`src/rtl/uart_tx_arbiter.sv`:
```
// uart_tx_arbiter
// Shares one buart transmitter between two byte-stream requesters. The
// transmitter is granted to one requester at a time (round-robin on ties)
// and held for a whole message, delimited by the requester's last flag. A
// lock timeout revokes the grant from an owner that stalls mid-message.
//
// Ports
//   clk_i           system clock
//   resetq_i        synchronous active-low reset
//   reqN_data_i     requester N byte
//   reqN_valid_i    requester N has a byte
//   reqN_last_i     byte is the final byte of its message
//   reqN_ready_o    byte accepted when valid && ready
//   uart_busy_i     buart busy
//   uart_wr_o       single-cycle write strobe to buart
//   uart_tx_data_o  byte for buart, valid while uart_wr_o is high
//   grant_o         one-hot owner, 00 when the transmitter is free
//   lock_timeout_o  one-cycle pulse when a grant is revoked
module uart_tx_arbiter #(
    parameter int LOCK_TIMEOUT = 4096,
    parameter int TO_W         = 16
) (
    input  logic       clk_i,
    input  logic       resetq_i,
    input  logic [7:0] req0_data_i,
    input  logic       req0_valid_i,
    input  logic       req0_last_i,
    output logic       req0_ready_o,
    input  logic [7:0] req1_data_i,
    input  logic       req1_valid_i,
    input  logic       req1_last_i,
    output logic       req1_ready_o,
    input  logic       uart_busy_i,
    output logic       uart_wr_o,
    output logic [7:0] uart_tx_data_o,
    output logic [1:0] grant_o,
    output logic       lock_timeout_o
);

    localparam logic [TO_W-1:0] TO_LAST = TO_W'(LOCK_TIMEOUT - 1);
    localparam logic [TO_W-1:0] TO_MAX  = {TO_W{1'b1}};

    typedef enum logic [2:0] {
        S_IDLE,
        S_READY,
        S_ISSUE,
        S_SETTLE,
        S_DRAIN
    } state_t;

    state_t          state_q;
    logic            prio_q;       // 0: req0 wins a tie, 1: req1 wins
    logic [1:0]      grant_q;
    logic            uart_wr_q;
    logic [7:0]      tx_data_q;
    logic            lock_timeout_q;
    logic [TO_W-1:0] cnt_q;
    logic            last_q;

    // Owner view of the granted requester (grant_q[1] selects req1).
    logic            owner_d;
    logic            owner_valid_d;
    logic [7:0]      owner_data_d;
    logic            owner_last_d;
    logic            pick1_d;      // IDLE arbitration result
    logic            accept_d;

    assign owner_d       = grant_q[1];
    assign owner_valid_d = owner_d ? req1_valid_i : req0_valid_i;
    assign owner_data_d  = owner_d ? req1_data_i  : req0_data_i;
    assign owner_last_d  = owner_d ? req1_last_i  : req0_last_i;
    assign pick1_d       = req1_valid_i && (!req0_valid_i || prio_q);
    assign accept_d      = owner_valid_d && !uart_busy_i;

    // Ready depends only on state, grant and busy, never on valid.
    assign req0_ready_o = (state_q == S_READY) && grant_q[0] && !uart_busy_i;
    assign req1_ready_o = (state_q == S_READY) && grant_q[1] && !uart_busy_i;

    assign uart_wr_o      = uart_wr_q;
    assign uart_tx_data_o = tx_data_q;
    assign grant_o        = grant_q;
    assign lock_timeout_o = lock_timeout_q;

    always_ff @(posedge clk_i) begin
        if (!resetq_i) begin
            state_q        <= S_IDLE;
            prio_q         <= 1'b0;
            grant_q        <= 2'b00;
            uart_wr_q      <= 1'b0;
            tx_data_q      <= 8'h00;
            lock_timeout_q <= 1'b0;
            cnt_q          <= '0;
            last_q         <= 1'b0;
        end else begin
            uart_wr_q      <= 1'b0;
            lock_timeout_q <= 1'b0;
            case (state_q)
                S_IDLE: begin
                    if (req0_valid_i || req1_valid_i) begin
                        grant_q <= pick1_d ? 2'b10 : 2'b01;
                        cnt_q   <= '0;
                        state_q <= S_READY;
                    end
                end
                S_READY: begin
                    if (accept_d) begin
                        // Strobe is raised on entry so it is high exactly in ISSUE.
                        tx_data_q <= owner_data_d;
                        last_q    <= owner_last_d;
                        uart_wr_q <= 1'b1;
                        cnt_q     <= '0;
                        state_q   <= S_ISSUE;
                    end else if (!owner_valid_d && cnt_q == TO_LAST) begin
                        lock_timeout_q <= 1'b1;
                        grant_q        <= 2'b00;
                        prio_q         <= !owner_d;
                        cnt_q          <= '0;
                        state_q        <= S_IDLE;
                    end else if (!owner_valid_d && !uart_busy_i && cnt_q != TO_MAX) begin
                        cnt_q <= cnt_q + 1'b1;
                    end
                end
                S_ISSUE: begin
                    state_q <= S_SETTLE;
                end
                S_SETTLE: begin
                    // buart raises busy one cycle after wr; skip that cycle.
                    state_q <= S_DRAIN;
                end
                S_DRAIN: begin
                    if (!uart_busy_i) begin
                        if (last_q) begin
                            grant_q <= 2'b00;
                            prio_q  <= !owner_d;
                            state_q <= S_IDLE;
                        end else begin
                            state_q <= S_READY;
                        end
                    end
                end
                default: begin
                    state_q <= S_IDLE;
                end
            endcase
        end
    end

endmodule
```
`config.mk`:
```
export PLATFORM = sky130hd
export DESIGN_NAME = uart_tx_arbiter
export DESIGN_NICKNAME = d
export VERILOG_FILES = /design/src/rtl/uart_tx_arbiter.sv
export SDC_FILE = /design/constraint.sdc
export NUM_CORES = 1
export LEC_CHECK = 0
export CAP_MARGIN = 10
export CORE_UTILIZATION = 51
export CTS_CLUSTER_SIZE = 16
export DETAILED_ROUTE_END_ITERATION = 8
export GPL_TIMING_DRIVEN = 0
export PLACE_DENSITY_LB_ADDON = 0.25
export RECOVER_POWER = 25
export SETUP_SLACK_MARGIN = 0.5
export SLEW_MARGIN = 0
export SYNTH_ARGS = -nofsm -noshare
export SYNTH_HDL_FRONTEND = slang
export SYNTH_SLANG_ARGS = --single-unit
```
`constraint.sdc`:
```
create_clock -name clk_i -period 2.7 [get_ports clk_i]
set_input_delay 0.405 -clock clk_i [delete_from_list [all_inputs] [get_ports clk_i]]
set_output_delay 0.405 -clock clk_i [all_outputs]
set_load 0.05 [all_outputs]
```
; ---- Word level (Yosys, flattened, before mapping)
; Index checks and enable logic that the tools add are counted.
[classes]
add_sub_neg = 1
multipliers = 0
div = 0
magnitude_cmp = 0
n_eq_ne = 13
shift = 0
mux = 28
n_bitwise = 2
reduce_logical = 26
[op_table]
columns = operator, count
row1 = $mux W16, 4
row2 = $pmux W16 S2, 1
row3 = $add A16 B1 Y16 const B, 1
row4 = $eq A16 B12 Y1 const B, 1
row5 = $ne A16 B16 Y1 const B, 1
row6 = $pmux W3 S5, 1
row7 = $mux W2, 6
row8 = $mux W3, 4
row9 = $logic_and A1 B1 Y1, 9
row10 = $mux W1, 9
row11 = $mux W8, 1
row12 = $ne A2 B2 Y1 const B, 4
row13 = $eq A3 B2 Y1 const B, 2
row14 = $pmux W2 S3, 1
row15 = $reduce_and A3 Y1, 2
row16 = $reduce_and A6 Y1, 1
row17 = $reduce_and A5 Y1, 1
row18 = $logic_not A1 Y1, 4
row19 = $ne A4 B2 Y1 const B, 1
row20 = $reduce_and A2 Y1, 2
row21 = $reduce_bool A2 Y1, 2
row22 = $eq A3 B1 Y1 const B, 1
row23 = $eq A3 B3 Y1 const B, 1
row24 = $logic_not A3 Y1, 1
row25 = 7 further kinds, 9
[word_totals]
register_bits = 33
latchBits = 0
ramBits = 0
romBits = 0
input_bits = 23
out_inout_bits = 14
wordCells = 78
mem_count = 0

; ---- Depth between registers and ports, before layout
[logic_depth]
depth_word = 8
depth_mapped = 8
depth_no_buf = 6

; ---- Worst setup path before layout
; OpenSTA, ideal clock, no wires.
[synth_timing]
path_type = register to output
startpoint = reg grant_q[1], in the netlist grant_o[1]
endpoint = out req1_ready_o
arrival_ps = 2528
t_required_ps = 2295
path_slack_ps = -233
stages_incl_launch_ff = 4
path_buffers = 2
cell_sequence = dfxtp_1 > clkbuf_1 > buf_1 > nor3b_1
[synth_between]
elab_chain_cells = 2
[synth_lines]
columns = element, line_no
row1 = from (decl), 53  ; logic [1:0] grant_q;
row2 = from (signal assigned), 100  ; grant_q <= pick1_d ? 2'b10 : 2'b01;
row3 = $logic_and A1 B1 Y1 (2 in a row), 77  ; assign req1_ready_o = (state_q == S_READY) && grant_q[1] && !uart_busy_i;
row4 = to (decl), 32  ; output logic req1_ready_o,
; No other way between the ends.

; ---- Worst setup path after layout
[layout_timing]
startpoint = in uart_busy_i
endpoint = reg tx_data_q[0], in the netlist uart_tx_data_o[0]
[layout_between]
elab_chain_cells = 3
[layout_lines]
columns = element, line_no
row1 = from (decl), 33  ; input logic uart_busy_i,
row2 = $logic_not A1 Y1, --
row3 = $logic_and A1 B1 Y1, 73  ; assign accept_d = owner_valid_d && !uart_busy_i;
row4 = $reduce_and A2 Y1 (no source line), --
row5 = to (signal assigned), 108  ; tx_data_q <= owner_data_d;
row6 = to (decl), 55  ; logic [7:0] tx_data_q;
; No other way between the ends.
; A chain may end at the register's enable or synchronous reset.

==> impl_metrics.tcl <==
set metrics [dict create \
    finClkSkew_ps 5.35 \
    tritoncts "done" \
    fin_util_pct 72.3 \
    cts_max_path_buffers 2 \
    worstSetupPathType "input port to flop" \
    antenna_cells 0 \
    initial_core_util_pct 54.7 \
    grt_overflow 0 \
    htree_levels 2 \
    tightest_slew_ps 585 \
    arrival_ps 2480 \
    p_per_area_nw_per_um2 461 \
    timing.fmax_mhz 437 \
    core.rowCount 21 \
    setup_violations 0 \
    setup_tns_ps 0 \
    crit_family "buffers and inverters" \
    critPathSlowestCell "dlygate4sd3_1" \
    gp_congestion 0.887 \
    cts_setup_buffers 0 \
    pin_count 37 \
    grt_pass1_vias 1810 \
    synth-seq-cells 33 \
    cts_sinks 33 \
    synth_nets 241 \
    viasPerCell 6.32 \
    irDropWorstVdd_uv 399 \
    area_delta_synth_final_pct 32.0 \
    io_buffers 35 \
    synth_top_area_share_pct 35.1 \
    vias 1929 \
    synthTopCellsByArea "dfxtp_1 (35%), mux2i_1 (7.4%), a211oi_1 (4.0%)" \
    coreArea_um2 3440 \
    whs_path_depth 2 \
    yosys.area.top_type "dfxtp_1" \
    layout.nets 283 \
    yosys_warnings 0 \
    r2r_cells 8 \
    relSlewSlack_pct 60.9 \
    grt_max_degree 11 \
    die-width_um 62.8 \
    reg2reg_slack_ps 530 \
    p_leak_nw 0.895 \
    final_cell_mix "dfxtp_1 (28), clkdlybuf4s50_1 (23), nor2_1 (16), mux2i_1 (13), nand2_1 (12)" \
    syn_inst 217 \
    synth_edf_count 0 \
    layout-drive-gt1-share_pct 21.2 \
    critPathLaunchType "input port" \
    drv_cap 0 \
    synth-async-reset-ratio_pct 0 \
    final_common_cell "dfxtp_1" \
    synth_area_um2 1880 \
    status "finished, final reports clean" \
    routed_wl_um 5130 \
    r2r-start "cnt_q[0]$_SDFFE_PN0P_" \
    grt_pass1_wl_um 8290 \
    finalHoldViolCount 0 \
    fin_crit_sh_pct 84.8 \
    clk_latency_ps 280 \
    r2r-end "cnt_q[10]$_SDFFE_PN0P_" \
    period_needed_ps 2290 \
    avgRoutedWirePerCell_um 16.8 \
    crit_path_max_fanout 10 \
    synth.avg_cell_area_um2 8.68 \
    path_buf_inv 3 \
    cts_root_buf "clkbuf_8" \
    fillCellCount 261 \
    clk_pin_slew_ps 70 \
    detail-route-antenna-nets 0 \
    worstPathCellList "dlygate4sd3_1 -> clkbuf_1 -> nor3_2 -> buf_2 -> nor2_1 -> a211oi_1" \
    die_h_um 62.8 \
    hold_path_end "grant_o[0]$_SDFFE_PN0P_" \
    dr.pass1.iters 4 \
    cp_slowest_stage_delay_ps 610 \
    ys.flop_type "dfxtp_1" \
    dieArea_um2 3940 \
    hp-class "flop to flop" \
    yosysSeqAreaShare_pct 35.1 \
    drc 0 \
    endpoint_kind "flop" \
    grt_usage_pct 26.7 \
    fin_hold_ws_ps 475 \
    critical_path_required_ps 2890 \
    rsz0062_at_grt "yes" \
    min_from "grant_o[0]$_SDFFE_PN0P_" \
    drt_first_iter_violations 216 \
    grt_antenna_before_repair 0 \
    dp_hpwl_um 3480 \
    ys_types 56 \
    cts_made_buffers 5 \
    drv_slew 0 \
]
-- synthesized netlist by cell type (4+ instances only) --
cell type  instances
a211oi_1          10
nor2_1            17
o21ai_0            7
a21oi_1           10
clkbuf_1           4
nor4_1             8
or3_1              5
nand2_1           12
mux2i_1           14
nand3_1           10
dfxtp_1           33
nor3_1             7
o211ai_1           5
o2111ai_1          4
inv_1              7
buf_2              5
and3_1             4
-- metrics by stage --
| step | power (mW) | std cells | area [um2] | setup WS [ps] |
|---|---|---|---|---|
| floorplan | 0.679 | 217 | 1900 | 451 |
| global placement | 0.761 | 298 | 2300 | 85.4 |
| detailed placement | 0.763 | 298 | 2300 | 96.6 |
| CTS | 1.14 | 305 | 2420 | 456 |
| global route | 1.19 | 305 | 2490 | 274 |
| finish | 1.15 | 305 | 2490 | 411 |
-- layer usage --
| layer | GRT usage, % | vias up | routed length (um) |
|---|---|---|---|
| li1 | - | 918 | - |
| met1 | 33.4 | 893 | 2140 |
| met2 | 44.0 | 99 | 2470 |
| met3 | 6.75 | 19 | 382 |
| met4 | 10.2 | 0 | 134 |
| met5 | 0 | - | 0 |
-- area by class of cell --
type	count	area, um2	area share [%]
buffer	14	96.3	3.87
clock buffer	7	86.3	3.47
inverter	8	33.8	1.36
multi-input combinational	162	1200	48.3
sequential	33	667	26.8
tap	46	57.6	2.31
timing repair buffer	35	345	13.9
-- sequential cells by signal, summed over array words and instances, names as in the netlist --
name / cells
cnt_q: 16
uart_tx_data_o: 8
prio_q: 1
grant_o: 2
last_q: 1
uart_wr_o: 1
state_q: 3
lock_timeout_o: 1
-- report_power, final --
group	leakage (nW)	internal (mW)	switching, mW
clock network	0.0443	0.202	0.174
registers	0.270	0.501	0.00807
logic	0.581	0.107	0.154
total	0.895	0.810	0.336
-- tightest hold or removal path, delay by kind of cell (launching register included) --
family	cells	cell delay [ps]
flops	1	320
simple gates	1	50
mux	1	50
-- logic make-up after synthesis --
| group | synth area share (%) |
|---|---|
| fa+ha+maj | 0.664 |
| mux | 8.03 |
| buf+inv | 5.91 |
| compound gates | 25.2 |
| xor+xnor | 0.465 |
| simple gates | 24.7 |
| flops | 35.1 |
-- what timing repair did --
| item | CTS | global route |
|---|---|---|
| resized for setup | 15 | 28 |
| endpoints found under the setup margin | 16 | 22 |
| cloned | 0 | 0 |
| hold buffers | 0 | 0 |
| pin swaps | 0 | 4 |
-- how the worst max path moves through the flow --
stage / start / endpoint / slack, ps / cells past startpoint
CTS: state_q[1]$_SDFFE_PN0P_ / req1_ready_o / 460 / 5
floorplan: grant_o[1]$_SDFFE_PN0P_ / req1_ready_o / 450 / 3
detailed placement: req1_valid_i / cnt_q[6]$_SDFFE_PN0P_ / 100 / 7
global route: uart_busy_i / uart_tx_data_o[0]$_SDFFE_PN0P_ / 270 / 6
finish: uart_busy_i / uart_tx_data_o[0]$_SDFFE_PN0P_ / 410 / 6
global placement: uart_busy_i / req1_ready_o / 90 / 4
Note: power is estimated with default switching activity, not from simulation.
